**src/rtl/rect_flip_sequencer.sv**
```systemverilog
// Rectangle-corner flip sequencer: scans every rectangle of a ROWS x COLS bit matrix,
// one per cycle, XOR-flipping qualifying corners until a pass is clean or the pass limit is hit.
module rect_flip_sequencer #(
  parameter  int ROWS       = 4,
  parameter  int COLS       = 4,
  parameter  int MAX_PASSES = 8,
  parameter  int CNT_W      = 16,
  localparam int N          = ROWS * COLS,
  localparam int PC_W       = $clog2(MAX_PASSES + 1)
) (
  input  logic             clk,
  input  logic             rst_n,
  input  logic             in_valid,
  output logic             in_ready,
  input  logic [N-1:0]     m_in,
  input  logic             rule,
  output logic             busy,
  output logic             out_valid,
  input  logic             out_ready,
  output logic [N-1:0]     m_out,
  output logic [CNT_W-1:0] flip_count,
  output logic [PC_W-1:0]  pass_count,
  output logic             converged
);

  localparam int RW = $clog2(ROWS);
  localparam int CW = $clog2(COLS);
  localparam logic [RW-1:0]   R1_LAST = RW'(ROWS - 2);
  localparam logic [RW-1:0]   R2_LAST = RW'(ROWS - 1);
  localparam logic [CW-1:0]   C1_LAST = CW'(COLS - 2);
  localparam logic [CW-1:0]   C2_LAST = CW'(COLS - 1);
  localparam logic [PC_W-1:0] P_MAX   = PC_W'(MAX_PASSES);
  localparam logic [N-1:0]    ONE     = {{(N-1){1'b0}}, 1'b1};

  typedef enum logic [1:0] {S_IDLE, S_SCAN, S_DONE} state_t;

  state_t            r_state;
  logic              r_in_ready;
  logic              r_busy;
  logic              r_out_valid;
  logic [N-1:0]      r_mat;
  logic              r_rule;
  logic [CNT_W-1:0]  r_flip_cnt;
  logic [PC_W-1:0]   r_pass_cnt;
  logic              r_conv;
  logic              r_pass_flip;
  logic [RW-1:0]     r_r1, r_r2;
  logic [CW-1:0]     r_c1, r_c2;

  logic [N-1:0]      w_m11, w_m12, w_m21, w_m22, w_mask;
  logic              w_k11, w_k12, w_k21, w_k22;
  logic [2:0]        w_ones;
  logic              w_qual;
  logic              w_last;
  logic              w_pass_flip;
  logic [RW-1:0]     w_r1_inc;
  logic [CW-1:0]     w_c1_inc;

  // Element (r,c) lives at bit N-1-(r*COLS+c): row 0, column 0 is the MSB.
  function automatic int bit_idx(input int r, input int c);
    return N - 1 - (r * COLS + c);
  endfunction

  always_comb begin
    w_m11       = ONE << bit_idx(int'(r_r1), int'(r_c1));
    w_m12       = ONE << bit_idx(int'(r_r1), int'(r_c2));
    w_m21       = ONE << bit_idx(int'(r_r2), int'(r_c1));
    w_m22       = ONE << bit_idx(int'(r_r2), int'(r_c2));
    w_mask      = w_m11 | w_m12 | w_m21 | w_m22;
    w_k11       = |(r_mat & w_m11);
    w_k12       = |(r_mat & w_m12);
    w_k21       = |(r_mat & w_m21);
    w_k22       = |(r_mat & w_m22);
    w_ones      = {2'b00, w_k11} + {2'b00, w_k12} + {2'b00, w_k21} + {2'b00, w_k22};
    w_qual      = r_rule ? (w_ones >= 3'd3) : (w_ones == 3'd4);
    w_last      = (r_r1 == R1_LAST) && (r_r2 == R2_LAST) &&
                  (r_c1 == C1_LAST) && (r_c2 == C2_LAST);
    w_pass_flip = r_pass_flip | w_qual;
    w_r1_inc    = r_r1 + 1'b1;
    w_c1_inc    = r_c1 + 1'b1;
  end

  always_ff @(posedge clk or negedge rst_n) begin
    if (!rst_n) begin
      r_state     <= S_IDLE;
      r_in_ready  <= 1'b1;
      r_busy      <= 1'b0;
      r_out_valid <= 1'b0;
      r_mat       <= '0;
      r_rule      <= 1'b0;
      r_flip_cnt  <= '0;
      r_pass_cnt  <= '0;
      r_conv      <= 1'b0;
      r_pass_flip <= 1'b0;
      r_r1        <= '0;
      r_r2        <= RW'(1);
      r_c1        <= '0;
      r_c2        <= CW'(1);
    end else begin
      case (r_state)
        S_IDLE: begin
          if (in_valid && r_in_ready) begin
            r_mat       <= m_in;
            r_rule      <= rule;
            r_flip_cnt  <= '0;
            r_pass_cnt  <= '0;
            r_conv      <= 1'b0;
            r_pass_flip <= 1'b0;
            r_r1        <= '0;
            r_r2        <= RW'(1);
            r_c1        <= '0;
            r_c2        <= CW'(1);
            r_in_ready  <= 1'b0;
            r_busy      <= 1'b1;
            r_state     <= S_SCAN;
          end
        end
        S_SCAN: begin
          if (w_qual) begin
            r_mat <= r_mat ^ w_mask;
            if (r_flip_cnt != '1) r_flip_cnt <= r_flip_cnt + 1'b1;
          end
          r_pass_flip <= w_pass_flip;
          // Iterator: c2 innermost, then c1, r2, r1.
          if (!w_last) begin
            if (r_c2 != C2_LAST) begin
              r_c2 <= r_c2 + 1'b1;
            end else if (r_c1 != C1_LAST) begin
              r_c1 <= w_c1_inc;
              r_c2 <= w_c1_inc + 1'b1;
            end else if (r_r2 != R2_LAST) begin
              r_r2 <= r_r2 + 1'b1;
              r_c1 <= '0;
              r_c2 <= CW'(1);
            end else begin
              r_r1 <= w_r1_inc;
              r_r2 <= w_r1_inc + 1'b1;
              r_c1 <= '0;
              r_c2 <= CW'(1);
            end
          end else begin
            r_pass_cnt  <= r_pass_cnt + 1'b1;
            r_pass_flip <= 1'b0;
            r_r1        <= '0;
            r_r2        <= RW'(1);
            r_c1        <= '0;
            r_c2        <= CW'(1);
            if (!w_pass_flip) begin
              r_conv      <= 1'b1;
              r_busy      <= 1'b0;
              r_out_valid <= 1'b1;
              r_state     <= S_DONE;
            end else if ((r_pass_cnt + 1'b1) == P_MAX) begin
              r_conv      <= 1'b0;
              r_busy      <= 1'b0;
              r_out_valid <= 1'b1;
              r_state     <= S_DONE;
            end
          end
        end
        S_DONE: begin
          if (out_ready) begin
            r_out_valid <= 1'b0;
            r_in_ready  <= 1'b1;
            r_state     <= S_IDLE;
          end
        end
        default: r_state <= S_IDLE;
      endcase
    end
  end

  assign in_ready   = r_in_ready;
  assign busy       = r_busy;
  assign out_valid  = r_out_valid;
  assign m_out      = r_mat;
  assign flip_count = r_flip_cnt;
  assign pass_count = r_pass_cnt;
  assign converged  = r_conv;

endmodule

```
**config.mk**
```make
export PLATFORM = sky130hd
export DESIGN_NAME = rect_flip_sequencer
export DESIGN_NICKNAME = d
export VERILOG_FILES = /design/src/rtl/rect_flip_sequencer.sv
export SDC_FILE = /design/constraint.sdc
export NUM_CORES = 1
export LEC_CHECK = 0
export BUFFER_PORTS_ARGS = -buffer_cell sky130_fd_sc_hd__buf_4
export CAP_MARGIN = 20
export CORE_UTILIZATION = 40
export CTS_CLUSTER_DIAMETER = 40
export DETAILED_ROUTE_END_ITERATION = 12
export REMOVE_ABC_BUFFERS = 1
export SYNTH_ARGS = -nofsm -noshare
export SYNTH_HDL_FRONTEND = slang
export SYNTH_SLANG_ARGS = --single-unit
```
**constraint.sdc**
```tcl
create_clock -name clk -period 4.06 [get_ports clk]
set_clock_uncertainty 0.05 [all_clocks]
set_input_delay 0.406 -clock clk [delete_from_list [all_inputs] [get_ports clk]]
set_output_delay 0.406 -clock clk [all_outputs]
set_load 0.02 [all_outputs]
```
Word level (Yosys, flattened, before mapping)
Index checks and enable logic that the tools add are counted.
- ROM bits: 0
- register bits after elaboration: 52
- memories kept: 0
- memory bits (writable): 0
- output and inout bits: 40
- bits in latches: 0
- reduce and logical (&&, ||, !) cells: 24
- multiplexer cells: 54
- multiply operators: 0
- order comparisons: 1
- divide/modulo/power cells: 0
- bitwise operators: 9
- shift-type cells: 4
- eq/ne operators: 21
- $add $sub $neg: 19
- operator list (cell ; count):
    $shl A1 B32 Y16 const A ; 4
    $mux W16 ; 5
    $and A16 B16 Y16 ; 4
    $pmux W16 S2 ; 2
    $reduce_or A16 Y1 ; 4
    $or A16 B16 Y16 ; 3
    $mux W2 ; 20
    $sub A4 B5 Y6 const A ; 4
    $add A4 B2 Y5 ; 4
    $reduce_and A4 Y1 ; 5
    $add A16 B1 Y16 const B ; 1
    $ne A16 B16 Y1 const B ; 1
    $ne A2 B2 Y1 const B ; 8
    $pmux W2 S2 ; 4
    $xor A16 B16 Y16 ; 1
    $mux W1 ; 14
    $add A2 B1 Y2 const B ; 6
    $ne A3 B3 Y1 const B ; 4
    $reduce_and A3 Y1 ; 4
    $eq A2 B2 Y1 const B ; 5
    $pmux W1 S2 ; 5
    $mux W4 ; 2
    $pmux W4 S2 ; 1
    $pmux W2 S3 ; 1
    14 further kinds ; 20

Depth between registers and ports, before layout
- depth in word-level cells: 14
- gate-level depth with buffers: 19
- depth with buffers taken out: 17

Least setup slack after synthesis
Ideal clock, no wire load.
- path type: reg2reg
- start: register r_c1[1]
- end: register r_mat[12] (netlist: m_out[12])
- buffers on the path: 2
- stages on the path, launching flop included: 19
- data arrival time: 4.146 ns
- setup slack: -0.268 ns
- library setup time: 0.131 ns
- cell sequence: dfrtp_1 buf_2 inv_1 ha_1 nor2_2 xor2_1 nor3_1 a32o_1 a22oi_1 nand3_1 fa_1 ha_1 ha_1 and3_1 a21o_1 nand2_1 clkbuf_1 a211oi_1 or3_1
- word-level cells in the longest chain between the ends: 12
- elaborated cells between the ends (all ways): 24
- classes of those cells: 7 x add/sub; 1 x order compare; 2 x eq/ne; 2 x shift; 3 x mux; 6 x bitwise; 3 x reduce/logical
- RTL lines (item ; line ; text):
    start, declared ; 48 ; logic [CW-1:0] r_c1, r_c2;
    start signal, assigned ; 129 ; r_c1 <= w_c1_inc;
    $add A4 B2 Y5 ; 61 ; return N - 1 - (r * COLS + c);
    $sub A4 B5 Y6 ; 61 ;
    $shl A1 B32 Y16 ; 65 ; w_m11 = ONE << bit_idx(int'(r_r1), int'(r_c1));
    $and A16 B16 Y16 ; 70 ; w_k11 = |(r_mat & w_m11);
    $reduce_or A16 Y1 ; 70 ;
    $add A1 B1 Y2 ; 74 ; w_ones = {2'b00, w_k11} + {2'b00, w_k12} + {2'b00, w_k21} + {2'b00, w_k22};
    $add A2 B1 Y3 ; 74 ;
    $add A3 B1 Y3 ; 74 ;
    $ge A3 B2 Y1 / $eq A3 B3 Y1 (equally long branches) ; 75 ; w_qual = r_rule ? (w_ones >= 3'd3) : (w_ones == 3'd4);
    $mux W1 ; 75 ;
    $ne A2 B2 Y1 (no source line) ; n/a ;
    $reduce_and A3 Y1 (no source line) ; n/a ;
    end signal, assigned ; 103 ; r_mat <= m_in;
    end signal, assigned ; 120 ; r_mat <= r_mat ^ w_mask;
    end, declared ; 41 ; logic [N-1:0] r_mat;
Parallel ways exist; a longest one is shown, timed or not. The select of a mux whose other input is x is not followed.
A chain may end at the register's enable or synchronous reset.

Worst setup path in the final report
- start: register r_r1[0]
- end: register r_flip_cnt[12] (netlist: flip_count[12])
- word-level cells in the longest chain between the ends: 12
- elaborated cells between the ends (all ways): 18
- classes of those cells: 7 x add/sub; 1 x order compare; 2 x eq/ne; 2 x shift; 1 x mux; 2 x bitwise; 3 x reduce/logical
- RTL lines (item ; line ; text):
    start, declared ; 47 ; logic [RW-1:0] r_r1, r_r2;
    start signal, assigned ; 136 ; r_r1 <= w_r1_inc;
    $add A4 B2 Y5 ; 61 ;
    $sub A4 B5 Y6 ; 61 ;
    $shl A1 B32 Y16, on equally long branches ; 65, 66 ;
    $and A16 B16 Y16, on equally long branches ; 70, 71 ;
    $reduce_or A16 Y1, on equally long branches ; 70, 71 ;
    $add A1 B1 Y2 (*) ; 74 ;
    $add A2 B1 Y3 (*) ; 74 ;
    $add A3 B1 Y3 (*) ; 74 ;
    $ge A3 B2 Y1 / $eq A3 B3 Y1 (equally long branches) ; 75 ;
    $mux W1 (*) ; 75 ;
    $ne A2 B2 Y1 (no source line) (*) ; n/a ;
    $reduce_and A4 Y1 (no source line) (*) ; n/a ;
    end signal, assigned ; 121 ; if (r_flip_cnt != '1) r_flip_cnt <= r_flip_cnt + 1'b1;
    end, declared ; 43 ; logic [CNT_W-1:0] r_flip_cnt;
Every way passes the cells marked *; elsewhere a longest branch is shown, timed or not.

==> impl_metrics.csv <==
group,metric,value,unit
outcome,status,"finished, final reports clean",
detailed_routing,drc,0,
setup_path,max_stage_delay,570,ps
grt,use_met3,0.0458,
grt,grt_overflow_total,0,
setup_path,critPathMostFrequentCell,"buf_6",
setup_path,path_max_fanout,6,
timing,setup_violations,0,
cells_and_area,n_antenna_cell,0,
grt,grt_max_degree,53,
place,dp_cells,765,
logic_synthesis,yosys-top-cells-area,"dfrtp_1 (27%), ha_1 (6.9%), nand2_1 (5.3%)",
power_and_ir_drop,p_int,656,uW
place,hpwl,10600,um
logic_synthesis,synth_edf_count,0,
place,gp_congestion,0.910,
hold_path,min_path_type,"in -> async",
grt,gr-usage-met2,0.439,
setup_path,critPathSlowestCell,"fa_1",
timing,max_clock_freq,247,MHz
grt,grtUsageMet1,0.342,
logic_synthesis,synth_seq_cells,52,
logic_synthesis,syn_avg_cell_area,8.46,sq um
setup_path,reg2reg_depth,19,
cells_and_area,nNetsFinal,710,
setup_path,path_buf_inv,4,
grt,grt_pass1_wl,23600,um
die,ios,61,
logic_synthesis,synth_cell_types,75,
power_and_ir_drop,power_density,137,nW/um^2
timing,finalHoldViolCount,0,
grt,grt_use_total,0.260,
cells_and_area,layout-drive-gt1-share,0.377,
logic_synthesis,async_flop_share,1.00,
logic_synthesis,synthFlopType,"dfrtp_1",
setup_path,required,4230,ps
cts,clk_pin_slew,110,ps
power_and_ir_drop,p_clk_frac,0.376,
timing,setup_slack,17.0,ps
logic_synthesis,syn-instance-count,533,
detailed_routing,dr.pass1.iters,5,
cts,cts_root_buf,"clkbuf_8",
timing,relSlewSlack,0.351,
cts,cts_made_buffers,5,
grt,grt_pass1_vias,4531,
setup_path,end_kind,"flip-flop",
cts,clk_path_buf_depth,2,
setup_path,crit_type,"reg -> reg",
detailed_routing,avgViaCountPerCell,6.04,
cells_and_area,fillCellCount,966,
timing,rsz0062_at_grt,"true",
logic_synthesis,synth_top_cell_area_share,0.272,
flow_run,maxCapViolations,0,
setup_path,cp.depth,19,
place,portBuffers,60,
power_and_ir_drop,pwr-share-comb,0.030,
timing,min_period_over_period,0.996,
grt,antenna_found_initial,0,
timing,tightest_slew,974,ps
setup_path,cp.arrival,4220,ps
detailed_routing,wl_per_cell,19.4,um
logic_synthesis,synth_common_cells,"nand2_1 (64), dfrtp_1 (49), nor2_1 (37), a21oi_1 (33), ha_1 (25)",
cts,cts_tree,"done",
cells_and_area,synthToLayoutAreaGrowth,40.5,%
cells_and_area,fin_area,6330,sq um
power_and_ir_drop,switching_share,0.246,
timing,tns,0,ps
die,die_area,11700,sq um
die,fp.dieH,108,um
detailed_routing,routed_wl,15600,um
setup_path,startpoint_type,"flip-flop",
cts,clock_latency,330,ps
logic_synthesis,yosysSeqAreaShare,0.289,
detailed_routing,first_iter_violations,304,
logic_synthesis,ys_warn_count,0,
power_and_ir_drop,power.total,870,uW
power_and_ir_drop,ir_drop,0.163,mV
die,core_area,10900,sq um
cts,h-tree-depth,2,
die,die_w,108,um
cells_and_area,multiInputGateArea,3410,sq um
detailed_routing,vias,4859,
cells_and_area,seq_area,1310,sq um
timing,drv_slew,0,
cts,hold_buffers,0,
logic_synthesis,yosysMostFrequentCell,"nand2_1",
die,start_util,0.414,
place,postPlaceCellArea,5510,sq um
power_and_ir_drop,leakagePower,0.00259,uW
timing,period_minus_slack,4040,ps
logic_synthesis,syn_area,4510,sq um
cells_and_area,final_cells,804,
setup_path,cp_cell_sequence,"buf_6, ha_4, nor2_4, xor2_2, nor3_1, a32o_2, a22oi_2, nand3_2, fa_1, ha_2, ha_4, and3_4, a21o_4, buf_6, nand4_1, buf_6, nor2_1, buf_4, o211a_1",
die,rows,38,
setup_path,crit_family,"adder cells",
detailed_routing,ant_nets,0,
power_and_ir_drop,power_switching,214,uW
grt,top_usage_layer,"met2",
logic_synthesis,yosys.area.top_type,"dfrtp_1",
power_and_ir_drop,seqPwrFrac,0.595,
place,post-place-ws,-153,ps
cts,cts_sinks,52,
## power groups by stage
| stage | Clock, uW | Combinational, uW | Sequential [uW] |
|---|---|---|---|
| 2_1_floorplan | 0 | 0.703 | 528 |
| 3_3_place_gp | 0 | 26.3 | 528 |
| 3_5_place_dp | 0 | 26.8 | 528 |
| 4_1_cts | 339 | 26.7 | 518 |
| 5_1_grt | 348 | 29.1 | 518 |
| 6_report | 327 | 25.8 | 518 |
## timing repair
action / 4_1_cts / 5_1_grt
setup buffers: 22 / 7
gates cloned: 1 / 2
pin swaps: 21 / 28
setup endpoints to repair: 30 / 36
gates resized for setup: 40 / 52
## layer usage
layer  up-vias  routed length [um]
met5         -                   0
li1       2255                   -
met2       211                7450
met4         0                 308
met3        31                1180
met1      2362                6640
## layout make-up
class / instances / share of cell area
inverter: 11 / 0.00652
multi-input combinational: 435 / 0.539
timing repair buffer: 158 / 0.206
clock inverter: 3 / 0.00415
clock buffer: 5 / 0.0109
tap: 140 / 0.0277
sequential: 52 / 0.206
## layout by cell type (no fill, tap or decap), types with 5 or more instances in the layout
cell type and n:
nand3_1 10, nand2_1 60, buf_4 143, o311ai_2 5, nand4_1 7, or3_1 10, inv_1 8, xnor2_1 19
nor2_1 36, a31oi_1 6, o211ai_1 9, mux2i_1 13, dfrtp_1 48, nor3_2 6, nor3_1 6, clkbuf_8 5
ha_4 7, o21ai_0 18, ha_1 13, buf_6 9, a22oi_1 12, o22ai_1 5, a221o_1 14, or2_1 5
ha_2 5, o21ai_1 5, a21oi_1 31, and3_1 21
## worst reg2reg max path, delay by kind of cell, from the launching register on
family	cells	cell delay [ps]
AO/OA/AOI/OAI	4	850
XOR/XNOR	1	190
adder cells (fa/ha/maj)	4	1130
buffers and inverters	4	580
flip-flops	1	420
AND/OR/NAND/NOR	6	720
## through the flow
step / util / hold slack, ps
after floorplan: - / 60.4
after global placement: 0.506 / 426
after detailed placement: 0.506 / 437
after CTS: 0.550 / 92.1
after global routing: 0.582 / 123
final: 0.582 / 61.6
## worst paths after layout
| path | end | slack (ps) | start |
|---|---|---|---|
| worst max-delay path | flip_count[12] | 20 | r_r1[0] |
| worst min-delay path | pass_count[2] | 60 | rst_n |
| worst max register to register | flip_count[12] | 20 | r_r1[0] |
| worst min register to register | busy | 470 | busy |
| max in group asynchronous | m_out[13] | 3400 | rst_n |
| min in group clk | out_valid | 220 | out_ready |
## kinds of logic after synthesis
kind of cell	count (synthesis)	synth area share
flops	52	0.289
buf+inv	46	0.0433
xor+xnor	29	0.0613
mux	15	0.0339
fa+ha+maj	26	0.0738
compound gates	168	0.277
simple gates	197	0.221
## state kept, by name, indices dropped and copies added (netlist names), 2 cells and up
register and flops:
r_r2 2, flip_count 16, r_c2 2, r_c1 2, m_out 16, pass_count 4
r_r1 2, r_state 2
No activity file was read; power rests on OpenSTA's default activity.
